==> src/rtl/softer_max_pkg.sv <==
// Shared constants, stage-1 lane record and pow2 fraction table builder
// for the Softer_max datapath.
package softer_max_pkg;
  localparam int DATA_W = 8;
  localparam int FRAC_W = 4;
  localparam int OUT_W  = 16;
  localparam int LANES  = 4;

  localparam int INT_W  = DATA_W - FRAC_W;
  localparam int E_W    = INT_W + 1;
  localparam int LUT_W  = FRAC_W + 1;
  // Widest left-shift product: lut value shifted by the largest positive e.
  localparam int WIDE_W = LUT_W + (1 << INT_W) - 1;

  typedef struct packed {
    logic [LUT_W-1:0]      lut;
    logic signed [E_W-1:0] e;
  } s1_lane_t;

  // round_half_up(2^(f/2^frac_w) * 2^frac_w), evaluated at elaboration.
  function automatic int pow2_frac_entry(input int f, input int frac_w);
    real scale;
    real r;
    scale = 2.0 ** frac_w;
    r     = scale * (2.0 ** (real'(f) / scale));
    return int'($floor(r + 0.5));
  endfunction
endpackage

==> src/rtl/pow2_frac_lut.sv <==
// Combinational fractional-part table: frac_i -> 2^(frac/2^FRAC_W) in
// unsigned fixed point with FRAC_W fractional bits.
module pow2_frac_lut
  import softer_max_pkg::*;
(
  input  logic [FRAC_W-1:0] frac_i,
  output logic [LUT_W-1:0]  lut_o
);
  logic [LUT_W-1:0] table_s [2**FRAC_W];

  for (genvar g = 0; g < 2**FRAC_W; g++) begin : g_tab
    assign table_s[g] = LUT_W'(pow2_frac_entry(g, FRAC_W));
  end

  assign lut_o = table_s[frac_i];
endmodule

==> src/rtl/pow2_vec_pipe.sv <==
// Two-stage, LANES-wide 2^(x - max) unit with valid/ready backpressure.
// Define POW2_SAT_EN to saturate left-shift overflow instead of wrapping.
module pow2_vec_pipe
  import softer_max_pkg::*;
(
  input  logic                     clk,
  input  logic                     rst_n,
  input  logic                     in_valid,
  output logic                     in_ready,
  input  logic [LANES*DATA_W-1:0]  in_x,
  input  logic [INT_W-1:0]         in_max,
  input  logic                     in_last,
  output logic                     out_valid,
  input  logic                     out_ready,
  output logic [LANES*OUT_W-1:0]   out_y,
  output logic                     out_last
);
  s1_lane_t [LANES-1:0]   s1_d, s1_q;
  logic                   v1_d, v1_q, last1_d, last1_q;
  logic                   v2_d, v2_q, last2_d, last2_q;
  logic [LANES*OUT_W-1:0] y_d, y_q;
  logic                   s1_load_s, s2_load_s;
  logic [LUT_W-1:0]       lut_s [LANES];

  assign s2_load_s = !v2_q || out_ready;
  assign s1_load_s = !v1_q || s2_load_s;
  assign in_ready  = !v1_q || !v2_q || out_ready;

  for (genvar l = 0; l < LANES; l++) begin : g_lane
    pow2_frac_lut u_lut (
      .frac_i (in_x[l*DATA_W +: FRAC_W]),
      .lut_o  (lut_s[l])
    );
  end

  function automatic logic [OUT_W-1:0] shift_lane(input s1_lane_t r);
    logic [WIDE_W-1:0] wide;
    logic [E_W-1:0]    mag;
    logic [OUT_W-1:0]  y;
    wide = '0;
    mag  = '0;
    y    = '0;
    if (!r.e[E_W-1]) begin
      mag  = r.e;
      wide = WIDE_W'(r.lut) << mag;
`ifdef POW2_SAT_EN
      if (|wide[WIDE_W-1:OUT_W]) begin
        y = '1;
      end else begin
        y = wide[OUT_W-1:0];
      end
`else
      y = wide[OUT_W-1:0];
`endif
    end else begin
      mag = E_W'(-r.e);
      if (int'(mag) >= OUT_W) begin
        y = '0;
      end else begin
        y = OUT_W'(r.lut) >> mag;
      end
    end
    return y;
  endfunction

  // Stage 1 next state: table lookup and exponent per lane.
  always_comb begin
    s1_d    = s1_q;
    v1_d    = v1_q;
    last1_d = last1_q;
    if (s1_load_s) begin
      v1_d = in_valid;
      if (in_valid) begin
        last1_d = in_last;
        for (int l = 0; l < LANES; l++) begin
          s1_d[l].lut = lut_s[l];
          s1_d[l].e   = E_W'($signed(in_x[l*DATA_W+FRAC_W +: INT_W]))
                      - E_W'($signed(in_max));
        end
      end else begin
        last1_d = last1_q;
      end
    end else begin
      v1_d = v1_q;
    end
  end

  // Stage 2 next state: shift and width reduction per lane.
  always_comb begin
    y_d     = y_q;
    v2_d    = v2_q;
    last2_d = last2_q;
    if (s2_load_s) begin
      v2_d = v1_q;
      if (v1_q) begin
        last2_d = last1_q;
        for (int l = 0; l < LANES; l++) begin
          y_d[l*OUT_W +: OUT_W] = shift_lane(s1_q[l]);
        end
      end else begin
        last2_d = last2_q;
      end
    end else begin
      v2_d = v2_q;
    end
  end

  // Pipeline registers; reset discards any in-flight beats.
  always_ff @(posedge clk or negedge rst_n) begin
    if (!rst_n) begin
      s1_q    <= '0;
      v1_q    <= 1'b0;
      last1_q <= 1'b0;
      y_q     <= '0;
      v2_q    <= 1'b0;
      last2_q <= 1'b0;
    end else begin
      s1_q    <= s1_d;
      v1_q    <= v1_d;
      last1_q <= last1_d;
      y_q     <= y_d;
      v2_q    <= v2_d;
      last2_q <= last2_d;
    end
  end

  assign out_valid = v2_q;
  assign out_y     = y_q;
  assign out_last  = last2_q;
endmodule

==> config.mk <==
export PLATFORM = sky130hd
export DESIGN_NAME = pow2_vec_pipe
export DESIGN_NICKNAME = d
export VERILOG_FILES = /design/src/rtl/softer_max_pkg.sv /design/src/rtl/pow2_frac_lut.sv /design/src/rtl/pow2_vec_pipe.sv
export SDC_FILE = /design/constraint.sdc
export NUM_CORES = 1
export LEC_CHECK = 0
export ABC_CLOCK_PERIOD_IN_PS = 2400
export CAP_MARGIN = 15
export CORE_UTILIZATION = 35
export CTS_CLUSTER_SIZE = 40
export DETAILED_ROUTE_END_ITERATION = 6
export DONT_BUFFER_PORTS = 1
export RECOVER_POWER = 50
export SLEW_MARGIN = 5
export SYNTH_ARGS = -nofsm -noshare
export SYNTH_HDL_FRONTEND = slang
export SYNTH_SLANG_ARGS = --single-unit
==> constraint.sdc <==
create_clock -name clk -period 2.4 [get_ports clk]
set_clock_uncertainty 0.15 [all_clocks]
set_input_delay 0.48 -clock clk [delete_from_list [all_inputs] [get_ports clk]]
set_output_delay 0.48 -clock clk [all_outputs]
set_load 0.05 [all_outputs]
==> results.toml, run 1 <==
[run_status]
status = "complete, but fails checks"
failed_checks = "negative hold slack"

[clocking]
post_cts_buffers = 0
ctsLongestPathBuffers = 2
sink_count = 105
cts-buffers-inserted = 9
clock_tree.root_cell = "clkbuf_16"
clkSlewWorstSetupHoldPaths_ps = 70
clock_tree.htree_level_count = 3
worstSkewPairLatency_ps = 350
tritoncts_clock_tree = "done"
cts_resized = 0

[floorplanning]
fp.dieH_um = 141
die_area_mm2 = 0.0198
floorplan.core_area_mm2 = 0.0188
initial_core_util = 0.359
top_level_pins = 108
dieWidth_um = 141
placementRows = 50

[global_routing]
grt_max_degree = 106
via_count_of_the_first_global_routing_pass = 4813
grt_antenna_before_repair = 2
first_pass_grt_wire_length_mm = 26.4
global_route.usage.total = 0.170
grt_remaining_overflow = 0

[critical_path]
critical_path.reg2reg.endpoint = "out_y[32]"
worst_r2r_path_depth = 6
worstReg2RegStart = "s1_q[21]"
critical_path.endpoint_type = "output pin"
critical-path-slowest-cell = "clkbuf_1"
worstSetupStartpointType = "register"
worst-endpoint-required_ps = 1770
reg_to_reg_slack_setup_ps = 240
worst-endpoint-arrival_ps = 1630
crit_chain = "buf_4, nand3b_1, clkbuf_1"
critical-path-max-stage-delay_ps = 580
worst-setup-path-type = "reg -> out"
crit_fanout = 2

[sta]
report.final.setup_viol = 0
fin_hold_ws_ps = -328
max_slew_margin = 0.511
min_period_ps = 2260
setup_repair_after_global_routing_missed_its_margin = "false"
finalCritPeriodShare = 0.940
final_hold_viols = 105
tightest_slew_ps = 734
pins_over_their_slew_limit = 0
timing.fmax_ghz = 0.443
setup-tns-final_ps = 0

[place]
dpl.hpwl_mm = 12.5
place_congestion = 0.867
buffer_ports.inserted = 0
placed_cell_count = 952

[finish]
num-fill-cells = 1917
final-seq-area_mm2 = 0.00263
multi_input_comb_area_mm2 = 0.00369
layoutNonFillerInstCount = 970
nNetsFinal = 806
drive_above_1_share = 0.0886
area_overhead_vs_synth_pct = 9.02

[detailed_routing]
routed_via_density = 5.46
firstDrtPassIters = 4
drc = 0
drtAntennaViolNets = 0
dr_total_vias = 5293
wl_per_cell_um = 17.1
drt_wl_total_mm = 16.6
starting_drc_count_in_detailed_routing = 369

[power_and_ir_drop]
static_leakage_nw = 3.20
power-per-cell-area_mw_per_mm2 = 947
power.ir.vdd_worst_v = 0.000357
power.total_mw = 6.94

[synthesis]
synth_top_flop_cell = "dfrtp_1"
synth_seq_area_share = 0.390
synthCells = 746
synth_cell_type_count = 64
synth-async-reset-ratio = 1.00
synth_area_per_cell_um2 = 9.02
synth_area_mm2 = 0.00673
synth-edff-count = 0
syn_nets = 823
ys_warn_count = 0
synth-seq-cells = 105

[min_path]
hold_path_class = "in -> async"

[run]
drv_cap = 0
## critical path: cells and delay by family (launching register included)
kind,cells,cell delay (ps)
buffers and inverters,2,780
DFF,1,380
and+or+nand+nor,1,130
## worst max-delay path by stage
stage | endpoint | startpoint | cells past startpoint | slack (ps)
after global placement | out_y[32] | s1_q[20] | 6 | 310
after global routing | in_ready | out_valid | 3 | 100
after CTS | out_y[32] | s1_q[20] | 6 | 240
final | in_ready | out_valid | 3 | 140
after detailed placement | out_y[32] | s1_q[20] | 6 | 270
after floorplan | out_y[48] | s1_q[30] | 8 | 80
## cell type report
cell class / count / share of cell area
multi-input cells: 542 / 0.503
repair buffers: 24 / 0.0275
flip-flops and latches: 105 / 0.358
clock buffers: 9 / 0.0307
well taps: 234 / 0.0399
inverters: 47 / 0.0240
diodes: 2 / 0.000682
clock inverters: 7 / 0.0159
## cell usage in the layout, fill, tap and decap left out, types with 5 or more instances in the layout
master / instances
nor2_1: 47
a21oi_1: 19
or3_1: 6
nand2b_1: 16
inv_1: 45
o31ai_1: 7
nand4_1: 11
mux2_2: 12
o21ai_0: 85
mux4_2: 11
o211ai_1: 5
a22o_1: 23
clkbuf_16: 9
ha_1: 32
nor3_1: 17
nor2b_1: 9
nand2_1: 102
dfrtp_1: 105
a211oi_1: 5
mux2i_1: 33
buf_4: 21
nand3_1: 7
a31oi_1: 12
o22ai_1: 8
nor3b_1: 9
## power breakdown
part / switching (mW) / leakage [nW] / total (mW) / internal (mW)
sequential: 1.33 / 1.35 / 3.43 / 2.10
clock: 0.661 / 0.166 / 1.68 / 1.02
combinational: 1.00 / 1.69 / 1.83 / 0.831
## synth_stat cells, types with 3 or more instances
master    instances  area [µm²]
a211oi_1          5        37.5
a21boi_0          4        30.0
a21oi_1          19        95.1
a22o_1           23         201
a31oi_1          12        75.1
a32o_1            3        30.0
a32oi_1           4        35.0
buf_1             6        22.5
buf_2            13        65.1
clkbuf_1         27         101
dfrtp_1         105        2630
fa_1              4        80.1
ha_1             32         400
inv_1            45         169
mux2_2           12         135
mux2i_1          33         330
mux4_2           11         248
nand2_1         103         387
nand2b_1         16         100
nand3_1           7        35.0
nand3b_1          3        22.5
nand4_1          11        68.8
nor2_1           47         176
nor2b_1           9        56.3
nor3_1           17        85.1
nor3b_1           9        67.6
nor4_1            3        18.8
o211ai_1          5        37.5
o21ai_0          85         425
o22ai_1           8        50.1
o311ai_0          3        26.3
o31ai_1           7        52.6
or3_1             6        37.5
xor2_1            4        35.0
## per-layer routing
layer / track usage / vias to the layer above / part of all wire
li1: - / 2653 / -
met1: 0.257 / 2476 / 0.51
met2: 0.221 / 141 / 0.39
met3: 0.0560 / 21 / 0.082
met4: 0.0578 / 2 / 0.020
met5: 0 / - / 0.0010
## flip-flops by register name, summed over array words and instances, names as in the netlist
register,cells
last1_q,1
out_last,1
out_valid,1
out_y,64
s1_q,37
v1_q,1
## through the flow
step	hold WS (ps)	area (µm²)	worst slack, ps	util
finish	-328	7340	144	0.391
global route	-343	7330	95.5	0.391
CTS	-345	7340	235	0.391
detailed placement	35.6	7000	269	0.373
global placement	36.2	7000	307	0.373
floorplan	34.4	6730	77.4	-
## cells by family (layout without fill, tap and decap cells)
logic type | Yosys count | in the layout | share of synthesized area
compound gates | 201 | 201 | 0.193
fa+ha+maj | 36 | 36 | 0.0714
other cells | 0 | 2 | 0
mux | 56 | 56 | 0.106
xor+xnor | 6 | 6 | 0.00781
simple gates | 243 | 243 | 0.170
buf+inv | 99 | 87 | 0.0614
flops | 105 | 105 | 0.390
No activity file was read; power rests on OpenSTA's default activity.
==> inputs of run 2 (changes only) <==
BUFFER_PORTS_ARGS = -buffer_cell sky130_fd_sc_hd__buf_2   (was unset)
DONT_BUFFER_PORTS = unset   (was 1)
==> results.toml, run 2 (synthesis results as in run 1) <==
[critical_path]
path_depth = 6
worst_r2r_path_depth = 6
worst-endpoint-arrival_ps = 2250
critPathLaunch = "s1_q[20]"
reg_to_reg_slack_setup_ps = 240
crit_fanout = 7
cp-endpoint = "out_y[32]"
worstReg2RegStart = "s1_q[20]"
worstSetupStartpointType = "register"
crit_chain = "inv_1, ha_1, mux4_2, a311oi_1, a2111oi_0, a221o_1"
critical_path.endpoint_type = "register"
critical-path-slowest-cell = "ha_1"
critical_path.reg2reg.endpoint = "out_y[32]"
worst-setup-path-type = "reg -> reg"
buffers_and_inverters_on_the_worst_path = 1
worst-endpoint-required_ps = 2490
critical-path-max-stage-delay_ps = 450
path_delay_family = "compound AO/OA/AOI/OAI gates"

[sta]
tightest_slew_ps = 1430
max_slew_margin = 0.0458
final_hold_viols = 0
min_period_ps = 2160
setup_repair_after_global_routing_missed_its_margin = "false"
report.final.setup_viol = 0
setup-tns-final_ps = 0
timing.fmax_ghz = 0.463
finalCritPeriodShare = 0.899
pins_over_their_slew_limit = 0

[clocking]
clkSlewWorstSetupHoldPaths_ps = 80
worstSkewPairLatency_ps = 350
cts_hold_repair_buffers = 0
ctsLongestPathBuffers = 2
tritoncts_clock_tree = "done"
cts-buffers-inserted = 9
cts_resized = 0
clock_tree.root_cell = "clkbuf_16"
post_cts_buffers = 0
clock_tree.htree_level_count = 3
sink_count = 105

[power_and_ir_drop]
power_switching_mw = 3.16
share_comb_of_total_power = 0.436
static_leakage_nw = 3.53
power.share.sequential = 0.357
p_int_mw = 3.83
power-per-cell-area_mw_per_mm2 = 903
switching_share = 0.452
pwr-share-clk = 0.207
power.ir.vdd_worst_v = 0.000458

[finish]
insertedDiodeCount = 0
area_overhead_vs_synth_pct = 15.1
mostFrequentLayoutCell = "dfrtp_1"
finalCoreUtilization = 0.413
most_frequent_cells_in_the_layout = "dfrtp_1, nand2_1, o21ai_0, buf_2, nor2_1"
nNetsFinal = 907
drive_above_1_share = 0.170
num-fill-cells = 1954
layoutNonFillerInstCount = 1069
final_cell_area_mm2 = 0.00774
max_reg_flops = 64

[floorplanning]
initial_core_util = 0.359
dieWidth_um = 141
placementRows = 50
top_level_pins = 108
fp.dieH_um = 141
die_area_mm2 = 0.0198
floorplan.core_area_mm2 = 0.0188

[place]
dpl.hpwl_mm = 12.5
placed_cell_count = 1053
place_congestion = 0.862
postPlaceCellArea_mm2 = 0.00751
buffer_ports.inserted = 107

[run]
drv_cap = 0

[detailed_routing]
firstDrtPassIters = 5
starting_drc_count_in_detailed_routing = 438
drt_wl_total_mm = 16.6
drtAntennaViolNets = 0
wl_per_cell_um = 15.5
drc = 0
dr_total_vias = 5655
routed_via_density = 5.29

[min_path]
hold_path_class = "in -> reg"

[global_routing]
first_pass_grt_wire_length_mm = 26.9
grt_antenna_before_repair = 0
global_route.usage.total = 0.170
grt_max_degree = 106
via_count_of_the_first_global_routing_pass = 4987
grt_remaining_overflow = 0

[run_status]
status = "finished clean"
==> run 2: worst min path at each step <==
| stage | from | endpoint | slack [ps] | depth (start not counted) |
|---|---|---|---|---|
| after floorplan | rst_n | last1_q | 30 | 0 |
| after global placement | out_y[2] | out_y[2] | 310 | 2 |
| after detailed placement | out_y[14] | out_y[14] | 310 | 2 |
| after CTS | rst_n | out_y[46] | 70 | 2 |
| after global routing | in_valid | v1_q | 220 | 2 |
| final | in_valid | v1_q | 210 | 2 |
==> run 2: final cells by class <==
class	instances	area, µm²	area share
Clock buffer	9	225	0.0291
Clock inverter	7	60.1	0.00775
Inverter	47	176	0.0228
Multi-Input combinational cell	542	3690	0.477
Sequential cell	105	2630	0.339
Tap cell	234	293	0.0378
Timing Repair Buffer	125	672	0.0868
==> run 2: power by group through the flow <==
stage	clock, mW	sequential, mW	combinational, mW
finish	1.44	2.50	3.05
CTS	1.49	2.50	3.08
floorplan	0	3.26	1.54
global placement	0	2.54	3.05
detailed placement	0	2.53	3.07
global route	1.55	2.56	3.29
==> run 2: layer usage <==
| layer | share of wire | vias up | wire [µm] | global-route usage |
|---|---|---|---|---|
| met5 | 0 | - | 0 | 0 |
| met4 | 0.016 | 0 | 267 | 0.0521 |
| met3 | 0.047 | 14 | 786 | 0.0299 |
| met2 | 0.39 | 141 | 6440 | 0.220 |
| met1 | 0.55 | 2654 | 9130 | 0.279 |
| li1 | - | 2846 | - | - |
==> run 2: stage by stage <==
stage | setup slack, ps | power [mW] | hold WS (ps)
global route | 151 | 7.40 | 221
detailed placement | 252 | 5.60 | 315
global placement | 303 | 5.58 | 310
finish | 242 | 6.99 | 208
floorplan | 77.4 | 4.79 | 34.4
CTS | 259 | 7.06 | 74.4
